===== src/rtl/music_sel_if.sv =====
// music_sel_if: selection request and player-status bundle around music_sel_ctrl.
interface music_sel_if #(
    parameter int SEL_W = 4
);
    logic [SEL_W-1:0] data_sel;
    logic             data_sel_en;
    logic             data_stop;
    logic [SEL_W-1:0] select_music;
    logic             play_active;
    logic             done_pulse;
    logic             pending_valid;
    modport master (
        output data_sel, data_sel_en, data_stop,
        input  select_music, play_active, done_pulse, pending_valid
    );
    modport slave (
        input  data_sel, data_sel_en, data_stop,
        output select_music, play_active, done_pulse, pending_valid
    );
endinterface


===== src/rtl/music_sel_ctrl.sv =====
// music_sel_ctrl: delayed-strobe music selector that plays each code for a timed window.
// Define MUSIC_SEL_QUEUE_EN to add a one-entry pending request register.
module music_sel_ctrl #(
    parameter int SEL_W      = 4,
    parameter int TICK_DIV   = 25_000_000,
    parameter int HOLD_TICKS = 5,
    parameter int EN_DLY     = 4
) (
    input logic        s_clk,
    input logic        s_rst_n,
    music_sel_if.slave bus
);
    localparam int PW = TICK_DIV > 1 ? $clog2(TICK_DIV) : 1;
    localparam int TW = HOLD_TICKS > 1 ? $clog2(HOLD_TICKS) : 1;
    localparam logic [PW-1:0] P_LAST = PW'(TICK_DIV - 1);
    localparam logic [TW-1:0] T_LAST = TW'(HOLD_TICKS - 1);
    typedef enum logic {IDLE, PLAY} state_t;
    state_t           state;
    logic [EN_DLY-1:0] en_dly;
    logic             en_last;
    logic             armed;
    logic [PW-1:0]    presc;
    logic [TW-1:0]    tick;
    logic [SEL_W-1:0] sel;
    logic             done;
    logic             req;
    logic             wrap;
    logic             expire;
    logic             kill;
`ifdef MUSIC_SEL_QUEUE_EN
    logic [SEL_W-1:0] pend;
    logic             pend_v;
    assign bus.pending_valid = pend_v;
`else
    assign bus.pending_valid = 1'b0;
`endif
    assign req    = en_dly[EN_DLY-1] & ~en_last;
    assign wrap   = presc == P_LAST;
    assign expire = state == PLAY && wrap && tick == T_LAST;
    assign kill   = bus.data_stop || (req && bus.data_sel == '0);
    assign bus.select_music = sel;
    assign bus.play_active  = state == PLAY;
    assign bus.done_pulse   = done;
    // armed blocks a strobe held high across reset release until it has been seen low
    always_ff @(posedge s_clk or negedge s_rst_n) begin
        if (!s_rst_n) begin
            state   <= IDLE;
            en_dly  <= '0;
            en_last <= 1'b0;
            armed   <= 1'b0;
            presc   <= '0;
            tick    <= '0;
            sel     <= '0;
            done    <= 1'b0;
`ifdef MUSIC_SEL_QUEUE_EN
            pend    <= '0;
            pend_v  <= 1'b0;
`endif
        end else begin
            en_dly  <= EN_DLY'({en_dly, bus.data_sel_en & armed});
            en_last <= en_dly[EN_DLY-1];
            armed   <= armed | ~bus.data_sel_en;
            done    <= 1'b0;
            if (kill) begin
                state <= IDLE;
                sel   <= '0;
                presc <= '0;
                tick  <= '0;
`ifdef MUSIC_SEL_QUEUE_EN
                pend_v <= 1'b0;
`endif
            end else if (req && state == IDLE) begin
                state <= PLAY;
                sel   <= bus.data_sel;
                presc <= '0;
                tick  <= '0;
            end else if (state == PLAY) begin
`ifdef MUSIC_SEL_QUEUE_EN
                if (expire) begin
                    done   <= 1'b1;
                    presc  <= '0;
                    tick   <= '0;
                    pend_v <= 1'b0;
                    if (req || pend_v) begin
                        sel <= req ? bus.data_sel : pend;
                    end else begin
                        state <= IDLE;
                        sel   <= '0;
                    end
                end else begin
                    presc <= wrap ? '0 : presc + 1'b1;
                    tick  <= wrap ? tick + 1'b1 : tick;
                    if (req) begin
                        pend   <= bus.data_sel;
                        pend_v <= 1'b1;
                    end
                end
`else
                if (req) begin
                    sel   <= bus.data_sel;
                    presc <= '0;
                    tick  <= '0;
                end else if (expire) begin
                    done  <= 1'b1;
                    state <= IDLE;
                    sel   <= '0;
                    presc <= '0;
                    tick  <= '0;
                end else begin
                    presc <= wrap ? '0 : presc + 1'b1;
                    tick  <= wrap ? tick + 1'b1 : tick;
                end
`endif
            end
        end
    end
endmodule


===== src/flat_wrapper.sv =====
// flat-port wrapper written by rule: the top's interface ports become plain ports
module music_sel_ctrl_flat 
#(
    parameter int SEL_W      = 4,
    parameter int TICK_DIV   = 25_000_000,
    parameter int HOLD_TICKS = 5,
    parameter int EN_DLY     = 4
)
  (s_clk, s_rst_n, bus_data_sel, bus_data_sel_en, bus_data_stop, bus_select_music, bus_play_active, bus_done_pulse, bus_pending_valid);
  music_sel_if #(.SEL_W(SEL_W)) bus_i ();
  input logic s_clk;
  input logic s_rst_n;
  input wire logic [$bits(bus_i.data_sel)-1:0] bus_data_sel;
  input wire logic [$bits(bus_i.data_sel_en)-1:0] bus_data_sel_en;
  input wire logic [$bits(bus_i.data_stop)-1:0] bus_data_stop;
  output wire logic [$bits(bus_i.select_music)-1:0] bus_select_music;
  output wire logic [$bits(bus_i.play_active)-1:0] bus_play_active;
  output wire logic [$bits(bus_i.done_pulse)-1:0] bus_done_pulse;
  output wire logic [$bits(bus_i.pending_valid)-1:0] bus_pending_valid;
  assign bus_i.data_sel = bus_data_sel;
  assign bus_i.data_sel_en = bus_data_sel_en;
  assign bus_i.data_stop = bus_data_stop;
  assign bus_select_music = bus_i.select_music;
  assign bus_play_active = bus_i.play_active;
  assign bus_done_pulse = bus_i.done_pulse;
  assign bus_pending_valid = bus_i.pending_valid;
  music_sel_ctrl #(.SEL_W(SEL_W), .TICK_DIV(TICK_DIV), .HOLD_TICKS(HOLD_TICKS), .EN_DLY(EN_DLY)) u_core (.s_clk(s_clk), .s_rst_n(s_rst_n), .bus(bus_i));
endmodule

===== config.mk =====
export PLATFORM = sky130hd
export DESIGN_NAME = music_sel_ctrl_flat
export DESIGN_NICKNAME = d
export VERILOG_FILES = /design/src/rtl/music_sel_if.sv /design/src/rtl/music_sel_ctrl.sv /design/src/flat_wrapper.sv
export SDC_FILE = /design/constraint.sdc
export NUM_CORES = 1
export LEC_CHECK = 0
export ABC_AREA = 1
export CELL_PAD_IN_SITES_DETAIL_PLACEMENT = 0
export CELL_PAD_IN_SITES_GLOBAL_PLACEMENT = 1
export CORE_ASPECT_RATIO = 1.2
export CORE_MARGIN = 2
export CORE_UTILIZATION = 47
export DETAILED_ROUTE_END_ITERATION = 7
export PLACE_DENSITY_LB_ADDON = 0.1
export SLEW_MARGIN = 30
export SYNTH_ARGS = -nofsm -noshare
export SYNTH_HDL_FRONTEND = slang
export SYNTH_SLANG_ARGS = --single-unit
export TNS_END_PERCENT = 5

===== constraint.sdc =====
create_clock -name s_clk -period 4.5 [get_ports s_clk]
set_clock_uncertainty 0.15 [all_clocks]
set_input_delay 1.125 -clock s_clk [delete_from_list [all_inputs] [get_ports s_clk]]
set_output_delay 1.125 -clock s_clk [all_outputs]
set_load 0.02 [all_outputs]

==> results.py <==
metrics = {
    "outcome": {
        "status": "finished, final reports clean",
    },
    "sta": {
        "tns_ns": 0,
        "hold_viol": 0,
        "fin_ws_ns": 1.93,
        "drv_slew": 0,
        "rsz0062_at_grt": "false",
        "fmax_mhz": 389,
        "min_period_ns": 2.57,
        "post-route-period-util_pct": 57.1,
        "worst_slew_pin_slew_ns": 0.524,
        "setup_viol": 0,
        "maxSlewHeadroom_pct": 65.1,
        "hold_ws_ns": 0.199,
    },
    "synthesis": {
        "synth.largest_area_cell": "dfrtp_1",
        "syn-num-nets": 336,
        "synthCells": 325,
        "synth-adder-area-share_pct": 1.53,
        "yosys-top-cells-area": "dfrtp_1, nand2_1, inv_1",
        "synth_top_area_share_pct": 40.7,
        "synth_top_family_by_area": "simple AND/OR/NAND/NOR gates",
        "synth_xor_area_share_pct": 3.56,
        "syn_avg_cell_area_um2": 7.56,
        "synth_compound_area_share_pct": 4.28,
        "yosysUniqueCellTypes": 28,
        "synth-simple-area-share_pct": 41.9,
        "yosysWarningCount": 0,
        "synth_mux_area_share_pct": 0,
        "synth-seq-cells": 40,
        "seq_area_frac_synth_pct": 40.7,
        "synth_area_um2": 2460,
    },
    "cts": {
        "cts_tree": "built",
        "cts_root_buf": "clkbuf_8",
        "cts_made_buffers": 5,
        "ctsHtreeMaxLevel": 2,
        "post_cts_buffers": 0,
        "clock_latency_ns": 0.30,
        "ctsHoldBuffers": 0,
        "cts_sinks": 40,
        "clockBufferDepth": 2,
        "path_clk_slew_ns": 0.08,
        "ctsResizeCount": 0,
    },
    "cells_and_area": {
        "utilization_pct": 54.8,
        "antenna_cells": 0,
        "drive_gt1_share_pct": 16.7,
        "final_common_cell": "nand2_1",
        "nets": 351,
        "final_cell_mix": "nand2_1, dfrtp_1, inv_1, nor2_1, nand3_1",
        "layout-area-overhead-vs-synth_pct": 10.9,
    },
    "grt": {
        "antenna_found_initial": 0,
        "grt_start_max_net_pins": 41,
        "first_global_vias": 2074,
        "grt_pass1_wl_um": 9690,
        "overflow": 0,
        "grt_use_total_pct": 20.9,
    },
    "worst_setup_path": {
        "reg2regPathDepth": 10,
        "r2r_end": "u_core.presc[20]",
        "reg2reg_slack_ns": 2.60,
        "required_ns": 4.59,
        "arrival_ns": 2.66,
        "worst_path_max_delay_cell": "clkdlybuf4s50_1",
        "critical_path_class": "in -> reg",
        "cpPeakStageDelay_ns": 0.47,
        "endpoint_kind": "flop",
        "startpoint_type": "input port",
        "crit_fanout": 11,
        "crit_chain": "clkdlybuf4s50_1, nor2_1, nand3_1, nand2_1, nor2_2, inv_2, nor2_4, nand3_2, nand2_2",
        "r2r-start": "u_core.presc[0]",
    },
    "floorplanning": {
        "num_io_pins": 15,
        "core_um2": 4970,
        "rows": 28,
        "chipWidth_um": 70.0,
        "start_util_pct": 49.4,
        "die_area_um2": 5830,
        "dieHeight_um": 83.2,
    },
    "place": {
        "dp_hpwl_um": 4020,
        "place.gp.congestion": 0.791,
        "post-place-ws_ns": 1.62,
        "portBuffers": 13,
    },
    "detailed_routing": {
        "drt-initial-drc-count": 79,
        "drc": 0,
        "drt_first_pass_iters": 4,
        "totalWireLength_um": 5440,
        "num_vias": 2018,
        "wire_per_inst_um": 13.6,
        "vias_per_cell": 5.03,
        "ant_nets": 0,
    },
    "run": {
        "cap_violations": 0,
    },
    "min_path": {
        "hold_end": "u_core.en_dly[3]",
        "hold_path_class": "reg -> reg",
        "hold-path-cell-count": 0,
        "holdCritStartpoint": "u_core.en_dly[2]",
    },
    "power": {
        "p_per_area_nw_per_um2": 267,
        "ir_drop_v": 0.000231,
        "p_leak_nw": 1.23,
        "power_w": 0.000728,
    },
}
[synth_stat cells]
| master | n |
|---|---|
| and3_1 | 1 |
| nand2_4 | 1 |
| nand3_2 | 11 |
| ha_1 | 3 |
| nor2_1 | 29 |
| xnor2_1 | 2 |
| inv_1 | 33 |
| conb_1 | 1 |
| buf_12 | 1 |
| nor4_1 | 1 |
| nand3_4 | 1 |
| nor2_2 | 6 |
| dfrtp_1 | 40 |
| nand3_1 | 24 |
| a21oi_1 | 6 |
| nor2_4 | 7 |
| o21ai_1 | 4 |
| nor3_1 | 5 |
| clkinv_1 | 1 |
| buf_4 | 1 |
| inv_2 | 6 |
| buf_2 | 3 |
| nand2_1 | 96 |
| xor2_1 | 8 |
| nand4_1 | 6 |
| nor3_2 | 1 |
| nand2_2 | 16 |
| o21ai_0 | 11 |
[how the worst max path moves through the flow]
stage                           startpoint               end  slack, ns  depth (start not counted)
finish                     bus_data_sel[2]  u_core.presc[20]       1.93                          9
detailed placement         bus_data_sel[2]  u_core.presc[20]       1.62                          9
floorplan                  bus_data_sel[2]  u_core.presc[20]       2.39                          9
global placement           bus_data_sel[1]  u_core.presc[20]       1.67                          9
CTS                 u_core.bus.play_active   bus_play_active       1.91                          1
global route               bus_data_sel[1]  u_core.presc[10]       1.77                          9
[layer usage]
metal / GRT usage (%) / vias to the layer above / wire [um]
met1: 24.7 / 945 / 2470
met5: 0 / - / 0
li1: - / 1052 / -
met3: 3.28 / 6 / 101
met2: 38.4 / 15 / 2780
met4: 6.29 / 0 / 77
[registers in the layout, indices dropped and copies added (netlist names)]
name,cells
u_core.bus.select_music,4
u_core.tick,3
u_core.presc,25
u_core.bus.done_pulse,1
u_core.en_dly,4
u_core.en_last,1
u_core.bus.play_active,1
u_core.armed,1
[per-stage QoR]
stage | std cells | instance area [um^2]
final | 401 | 2730
after global routing | 401 | 2730
after CTS | 401 | 2720
after detailed placement | 393 | 2620
after global placement | 393 | 2620
after floorplan | 325 | 2460
[worst max-delay path: cells and delay by family]
kind	cells	cell delay, ns
buffers and inverters	2	0.53
and+or+nand+nor	7	1.00
[area by class of cell]
class	count	area, um^2
Timing Repair Buffer	13	128
Clock inverter	2	35.0
Tap cell	60	75.1
Sequential cell	40	1000
Inverter	40	150
Fill cell	508	2250
Clock buffer	6	72.6
Multi-Input combinational cell	240	1260
[power by group]
| group | total (W) | internal (W) | switching, W |
|---|---|---|---|
| clock | 0.000294 | 0.000165 | 0.000129 |
| combinational | 0.0000607 | 0.0000194 | 0.0000413 |
| sequential | 0.000373 | 0.000367 | 0.00000588 |
| total | 0.000728 | 0.000551 | 0.000177 |
[cells by family (layout without fill, tap and decap cells)]
family	after synthesis	count (layout)
compound gates	21	21
xor+xnor	10	10
fa+ha+maj	3	3
simple gates	205	205
flops	40	40
other cells	1	1
buf+inv	45	61
Power figures use the tool's default switching activity.
